==> src/rtl/arb_req_ctrl.sv <==
// Request front-end for the 3-way shared-resource arbiter: one IDLE/REQ/OWN/REL FSM per channel.
// Optional grant-wait timeout is enabled by defining ARB_REQ_TIMEOUT_EN.
module arb_req_ctrl #(
    parameter int LEN_W   = 4,
    parameter int TIMEOUT = 16
) (
    input  logic               clk,
    input  logic               resetn,
    input  logic [2:0]         job_valid,
    input  logic [3*LEN_W-1:0] job_len,
    output logic [2:0]         job_ready,
    input  logic [2:0]         g,
    output logic [2:0]         r,
    output logic [2:0]         done,
    output logic               busy,
`ifdef ARB_REQ_TIMEOUT_EN
    output logic [2:0]         timeout,
`endif
    output logic [5:0]         dbg_state
);

    localparam logic [1:0] ST_IDLE = 2'd0;
    localparam logic [1:0] ST_REQ  = 2'd1;
    localparam logic [1:0] ST_OWN  = 2'd2;
    localparam logic [1:0] ST_REL  = 2'd3;

    // Wait counter only has to hold values up to TIMEOUT-1.
    localparam int WAIT_W = (TIMEOUT < 2) ? 1 : $clog2(TIMEOUT);

    if (TIMEOUT < 1) begin : g_bad_timeout
        $error("arb_req_ctrl: TIMEOUT must be >= 1");
    end

    for (genvar i = 0; i < 3; i++) begin : g_ch
        logic [1:0]       state;
        logic [1:0]       state_nx;
        logic [LEN_W-1:0] len_q;
        logic [LEN_W-1:0] len_nx;
        logic [LEN_W-1:0] cnt_q;
        logic [LEN_W-1:0] cnt_nx;
        logic [LEN_W-1:0] job_l;
        logic             r_q;
        logic             done_q;
        logic             done_nx;
`ifdef ARB_REQ_TIMEOUT_EN
        logic [WAIT_W-1:0] wcnt_q;
        logic [WAIT_W-1:0] wcnt_nx;
        logic              to_q;
        logic              to_nx;
`endif

        assign job_l = job_len[i*LEN_W +: LEN_W];

        always_comb begin
            state_nx = state;
            len_nx   = len_q;
            cnt_nx   = cnt_q;
            done_nx  = 1'b0;
`ifdef ARB_REQ_TIMEOUT_EN
            wcnt_nx  = wcnt_q;
            to_nx    = 1'b0;
`endif
            case (state)
                ST_IDLE: begin
                    if (job_valid[i]) begin
                        // A zero-length job still takes one granted cycle.
                        len_nx   = (job_l == '0) ? LEN_W'(1) : job_l;
                        state_nx = ST_REQ;
`ifdef ARB_REQ_TIMEOUT_EN
                        wcnt_nx  = '0;
`endif
                    end
                end
                ST_REQ: begin
                    if (g[i]) begin
                        if (len_q == LEN_W'(1)) begin
                            state_nx = ST_REL;
                            done_nx  = 1'b1;
                        end else begin
                            state_nx = ST_OWN;
                            cnt_nx   = len_q - LEN_W'(1);
                        end
                    end
`ifdef ARB_REQ_TIMEOUT_EN
                    else if (wcnt_q == WAIT_W'(TIMEOUT - 1)) begin
                        state_nx = ST_REL;
                        to_nx    = 1'b1;
                    end else begin
                        wcnt_nx = wcnt_q + WAIT_W'(1);
                    end
`endif
                end
                ST_OWN: begin
                    // Losing the grant mid-hold still ends the job with a done pulse.
                    if (!g[i] || cnt_q == LEN_W'(1)) begin
                        state_nx = ST_REL;
                        done_nx  = 1'b1;
                    end else begin
                        cnt_nx = cnt_q - LEN_W'(1);
                    end
                end
                ST_REL: begin
                    if (!g[i]) begin
                        state_nx = ST_IDLE;
                    end
                end
                default: begin
                    state_nx = ST_IDLE;
                end
            endcase
        end

        always_ff @(posedge clk or negedge resetn) begin
            if (!resetn) begin
                state  <= ST_IDLE;
                len_q  <= '0;
                cnt_q  <= '0;
                r_q    <= 1'b0;
                done_q <= 1'b0;
`ifdef ARB_REQ_TIMEOUT_EN
                wcnt_q <= '0;
                to_q   <= 1'b0;
`endif
            end else begin
                state  <= state_nx;
                len_q  <= len_nx;
                cnt_q  <= cnt_nx;
                r_q    <= (state_nx == ST_REQ) || (state_nx == ST_OWN);
                done_q <= done_nx;
`ifdef ARB_REQ_TIMEOUT_EN
                wcnt_q <= wcnt_nx;
                to_q   <= to_nx;
`endif
            end
        end

        assign r[i]               = r_q;
        assign done[i]            = done_q;
        assign job_ready[i]       = (state == ST_IDLE);
        assign dbg_state[2*i +: 2] = state;
`ifdef ARB_REQ_TIMEOUT_EN
        assign timeout[i]         = to_q;
`endif
    end

    assign busy = ~&job_ready;

endmodule

==> config.mk <==
export PLATFORM = sky130hd
export DESIGN_NAME = arb_req_ctrl
export DESIGN_NICKNAME = d
export VERILOG_FILES = /design/src/rtl/arb_req_ctrl.sv
export SDC_FILE = /design/constraint.sdc
export NUM_CORES = 1
export LEC_CHECK = 0
export BUFFER_PORTS_ARGS = -buffer_cell sky130_fd_sc_hd__buf_2
export CAP_MARGIN = 20
export CORE_UTILIZATION = 50
export DETAILED_ROUTE_END_ITERATION = 12
export PLACE_DENSITY = 0.77
export SETUP_SLACK_MARGIN = 0.5
export SLEW_MARGIN = 20
export SYNTH_ARGS = -nofsm -noshare
export SYNTH_HDL_FRONTEND = slang
export SYNTH_SLANG_ARGS = --single-unit
==> constraint.sdc <==
create_clock -name clk -period 3.36 [get_ports clk]
set_input_delay 0.168 -clock clk [delete_from_list [all_inputs] [get_ports clk]]
set_output_delay 0.168 -clock clk [all_outputs]
set_load 0.01 [all_outputs]
# Yosys cells after proc, flatten, opt, wreduce, memory -nomap -nowiden
# Cells that the tools add are included.
[word_totals]
reg_bits = 36
output_inout_bits = 16
inputBits = 20
[op_classes]
n_reduce_logical = 26
eq_ne = 30
add_sub_neg = 6
mux = 45
[op_table]
columns = ["op", "count"]
rows = [
  ["2-to-1 mux 4 bit", 12],
  ["== test 4 x 1 -> 1 bit (second input constant)", 6],
  ["2-to-1 mux 2 bit", 12],
  ["case mux 2 bit (4 select lines)", 3],
  ["case mux 4 bit (2 select lines)", 3],
  ["subtractor 4 x 1 -> 4 bit (second input constant)", 6],
  ["== test 2 bit (second input constant)", 9],
  ["!= test 2 bit (second input constant)", 9],
  ["== test 2 x 1 -> 1 bit (second input constant)", 6],
  ["zero test 4 bit", 3],
  ["2-to-1 mux 1 bit", 12],
  ["AND reduction 4 bit", 3],
  ["zero test 2 bit", 3],
  ["logical OR 1 bit", 6],
  ["case mux 1 bit (2 select lines)", 3],
  ["AND reduction 2 bit", 3],
  ["nonzero test 2 bit", 3],
  ["zero test 1 bit", 4],
  ["AND reduction 3 bit", 1],
]

# Longest topological paths before layout
[logic_depth]
ltp_word = 6
mapped_depth = 8
mapped_depth_nobuf = 7

# Worst setup path after synthesis
# Ideal clock, no wire load.
[synth_path]
path_type = "reg2reg"
start = "register g_ch[1].state[0]"
end = "register g_ch[1].r_q"
arrival_time_ns = 1.880
stages_incl_launch_ff = 9
setup_slack_ns = 1.386
cell_sequence = "dfrtp_1 clkbuf_1 inv_1 ha_1 clkbuf_1 a21oi_1 nand2_1 a211o_1 a221oi_2"
[synth_between]
elab_chain_len = 4
[synth_lines]
columns = ["item", "line", "source"]
rows = [
  ["start, declared", "35", "logic [1:0] state;"],
  ["start signal, assigned", "125", "state <= state_nx;"],
  ["== test 2 bit (tied with other cells)", "63", "case (state)"],
  ["case mux 2 bit (4 select lines) *", "63", ""],
  ["== test 2 x 1 -> 1 bit or == test 2 bit (tied branches)", "128", "r_q <= (state_nx == ST_REQ) || (state_nx == ST_OWN);"],
  ["logical OR 1 bit *", "128", ""],
  ["end signal, assigned", "128", ""],
  ["end, declared", "42", "logic r_q;"],
]
# Mark *: on every way between the ends. The rest lies on a longest branch, timed or not.
# A chain may end at the register's enable or synchronous reset.

# Worst setup path in the final report
[layout_path]
start = "register g_ch[1].state[0]"
end = "register g_ch[1].cnt_q[3]"
[layout_between]
elab_chain_len = 3
[layout_lines]
columns = ["item", "line", "source"]
rows = [
  ["== test 2 bit or == test 2 x 1 -> 1 bit (tied branches)", "63", ""],
  ["!= test 2 bit (no line) or nonzero test 2 bit (tied branches)", "-", ""],
  ["AND reduction 4 bit (no line)", "-", ""],
  ["end signal, assigned", "127", "cnt_q <= cnt_nx;"],
  ["end, declared", "39", "logic [LEN_W-1:0] cnt_q;"],
]
# Parallel ways exist; a longest one is shown, timed or not.

==> flow_metrics.env <==
export IMPL_routabilityCongestion=0.763
export IMPL_drt_iter0_markers=106
export IMPL_vdd_drop_max_mv=0.471
export IMPL_syn_to_final_growth_pct=12.1
export IMPL_hold_worst_slack_ns=0.123
export IMPL_diodes=0
export IMPL_syn_area_sq_um=2350
export IMPL_rsz0062_at_grt="false"
export IMPL_max_slew_margin_pct=46.7
export IMPL_drc=6
export IMPL_synth_edf_count=0
export IMPL_std_cell_rows=24
export IMPL_critPathLaunch="g_ch[1].state[0]$_DFF_PN0_"
export IMPL_grt_usage_pct=19.1
export IMPL_path_clk_slew_ns=0.07
export IMPL_dieArea_sq_um=4980
export IMPL_drive_gt1_share_pct=25.3
export IMPL_synth_avg_cell_area_sq_um=9.80
export IMPL_grt_pass1_wl_microns=7520
export IMPL_total_power_mw=2.52
export IMPL_leakage_nw=1.26
export IMPL_ios=36
export IMPL_violations="DRC"
export IMPL_hold_violations=0
export IMPL_timing_rr_start="g_ch[1].state[0]$_DFF_PN0_"
export IMPL_yosys_register_bits=36
export IMPL_syn_inst=240
export IMPL_root_buffer="clkbuf_8"
export IMPL_cp_slowest_stage_delay_ns=0.53
export IMPL_synth_main_ff_cell="dfrtp_1"
export IMPL_status="complete, but fails checks"
export IMPL_synth_common_cells="36 x dfrtp_1, 24 x ha_1, 22 x inv_1"
export IMPL_cap_violations=0
export IMPL_fillers=384
export IMPL_initial_core_util_pct=52.9
export IMPL_finalSetupViolCount=0
export IMPL_synth_top_area_share_pct=38.3
export IMPL_yosysMostFrequentCell="dfrtp_1"
export IMPL_endpoint_kind="flip-flop"
export IMPL_async_reset_ff_share_pct=100
export IMPL_totalWireLength_microns=4230
export IMPL_syn_num_nets=284
export IMPL_synth_cell_type_count=51
export IMPL_io_buffers=35
export IMPL_setup_slack_ns=1.37
export IMPL_nNetsFinal=317
export IMPL_power_density_nw_per_um2=957
export IMPL_skew_ns=0.00699
export IMPL_whs_path_depth=2
export IMPL_ys_seq_area_share_pct=38.3
export IMPL_numCtsBuffers=5
export IMPL_viasPerCell=5.51
export IMPL_yosys_area_top_type="dfrtp_1"
export IMPL_die_h_microns=70.6
export IMPL_vias=1790
export IMPL_finalCriticalPeriod_ns=1.99
export IMPL_worstSetupStartpointType="flip-flop"
export IMPL_die_w_microns=70.6
export IMPL_min_from="job_len[3]"
export IMPL_finalCritPeriodShare_pct=59.1
export IMPL_yosys_warnings=0
export IMPL_setup_tns_ns=0
export IMPL_dp_hpwl_microns=3100
export IMPL_wl_per_cell_microns=13.0
export IMPL_clock_latency_ns=0.29
export IMPL_antenna_found_initial=0
export IMPL_grt_overflow=0
export IMPL_grt_max_degree=37
export IMPL_pre_cts_slack_ns=1.39
export IMPL_tightest_slew_ns=0.800
export IMPL_drtAntennaViolNets=0
export IMPL_path_class="flip-flop to flip-flop"
export IMPL_cts_tree="built"
export IMPL_drt_pass1_iter_count=8
export IMPL_critical_path_max_fanout=11
export IMPL_core_area_sq_um=4440
export IMPL_clockBufferDepth=2
export IMPL_crit_arrival_ns=2.16
export IMPL_synth_area_leaders="dfrtp_1 38%, ha_1 13%, mux2_2 6.7%"
export IMPL_r2r_cells=5
export IMPL_ctsResizeCount=0
export IMPL_drv_slew=0
export IMPL_slowest_stage="dfrtp_1"
export IMPL_grt_pass1_vias=1708
export IMPL_htreeDepth=2
export IMPL_path_cells="inv_1 > ha_1 > o21ai_1 > nand4_2 > a2111o_1"
export IMPL_max_freq_mhz=503
export IMPL_min_path_type="primary input to flip-flop"
export IMPL_worstPathRequired_ns=3.53
export IMPL_cts_sinks=36
## where the power goes
part	switching, mW	total [mW]	internal [mW]
clock network	0.152	0.334	0.183
registers	0.219	0.865	0.646
logic	0.694	1.32	0.630
## logic make-up after synthesis
logic type | after synthesis | share of synthesized area (%)
buf+inv | 33 | 6.28
simple gates | 68 | 16.1
xor+xnor | 8 | 2.98
fa+ha+maj | 24 | 12.8
flops | 36 | 38.3
compound gates | 57 | 16.9
mux | 14 | 6.70
## per-stage QoR
stage               utilization (%)  area (sq um)  instances
floorplan                         -          2350        240
global placement               57.0          2530        317
detailed placement             57.0          2530        317
CTS                            59.3          2640        325
global route                   59.3          2640        325
finish                         59.3          2640        325
## metal layers
metal  track usage, %  part of all wire [%]  routed length [microns]  up-vias
met5                0                     0                        0        -
met3             5.27                   5.0                      212        7
li1                 -                     -                        -      902
met4             6.67                   1.4                       58        0
met2             31.3                    47                     1980       40
met1             24.6                    47                     1980      841
## final timing paths
check                                                to  slack [ns]
max                        g_ch[1].cnt_q[3]$_DFFE_PN0P_        1.37
min                        g_ch[0].len_q[3]$_DFFE_PN0P_        0.12
max reg2reg                g_ch[1].cnt_q[3]$_DFFE_PN0P_        1.37
min reg2reg                g_ch[1].cnt_q[1]$_DFFE_PN0P_        0.51
max in group asynchronous  g_ch[2].cnt_q[3]$_DFFE_PN0P_        2.34
min in group asynchronous  g_ch[0].len_q[0]$_DFFE_PN0P_        0.51
## registers in the layout, summed over array words and instances, names as in the netlist
signal / cells
g_ch.done_q: 3
g_ch.len_q: 12
g_ch.state: 6
g_ch.cnt_q: 12
g_ch.r_q: 3
## worst max-delay path: cells and delay by family, from the launching register on
family / cells / cell delay [ns]
adder cells (fa/ha/maj): 1 / 0.34
buffers and inverters: 1 / 0.15
AO/OA/AOI/OAI: 2 / 0.61
AND/OR/NAND/NOR: 1 / 0.24
flip-flops: 1 / 0.53
## what timing repair did
| item | CTS | global route |
|---|---|---|
| hold endpoints to repair | 24 | 0 |
| hold buffers | 1 | 0 |
| buffers inserted | 0 | 0 |
## area by class of cell
cell class              instances  area [sq um]  area share (%)
multi-input cells             171          1300            49.4
well taps                      52          65.1            2.47
inverters                      23          86.3            3.27
flip-flops and latches         36           901            34.2
repair buffers                 36           185            7.02
clock buffers                   7          96.3            3.65
## placed cells by master, fill, tap and decap left out, types with 2 or more instances in the layout
master	instances
a21boi_0	2
nor2_1	12
dfrtp_1	36
xnor2_1	3
ha_1	24
o21ai_1	2
nor3_1	11
nor4b_2	2
nor2b_1	2
nand3_1	7
buf_2	35
or3_1	4
o21ai_0	14
a211o_1	3
a31oi_1	3
mux2_2	14
o211ai_1	2
clkbuf_8	7
a21oi_1	12
o31ai_1	2
nor3b_1	3
inv_1	22
nand2_1	16
xor2_1	5
o22a_1	4
Note: power is estimated with default switching activity, not from simulation.
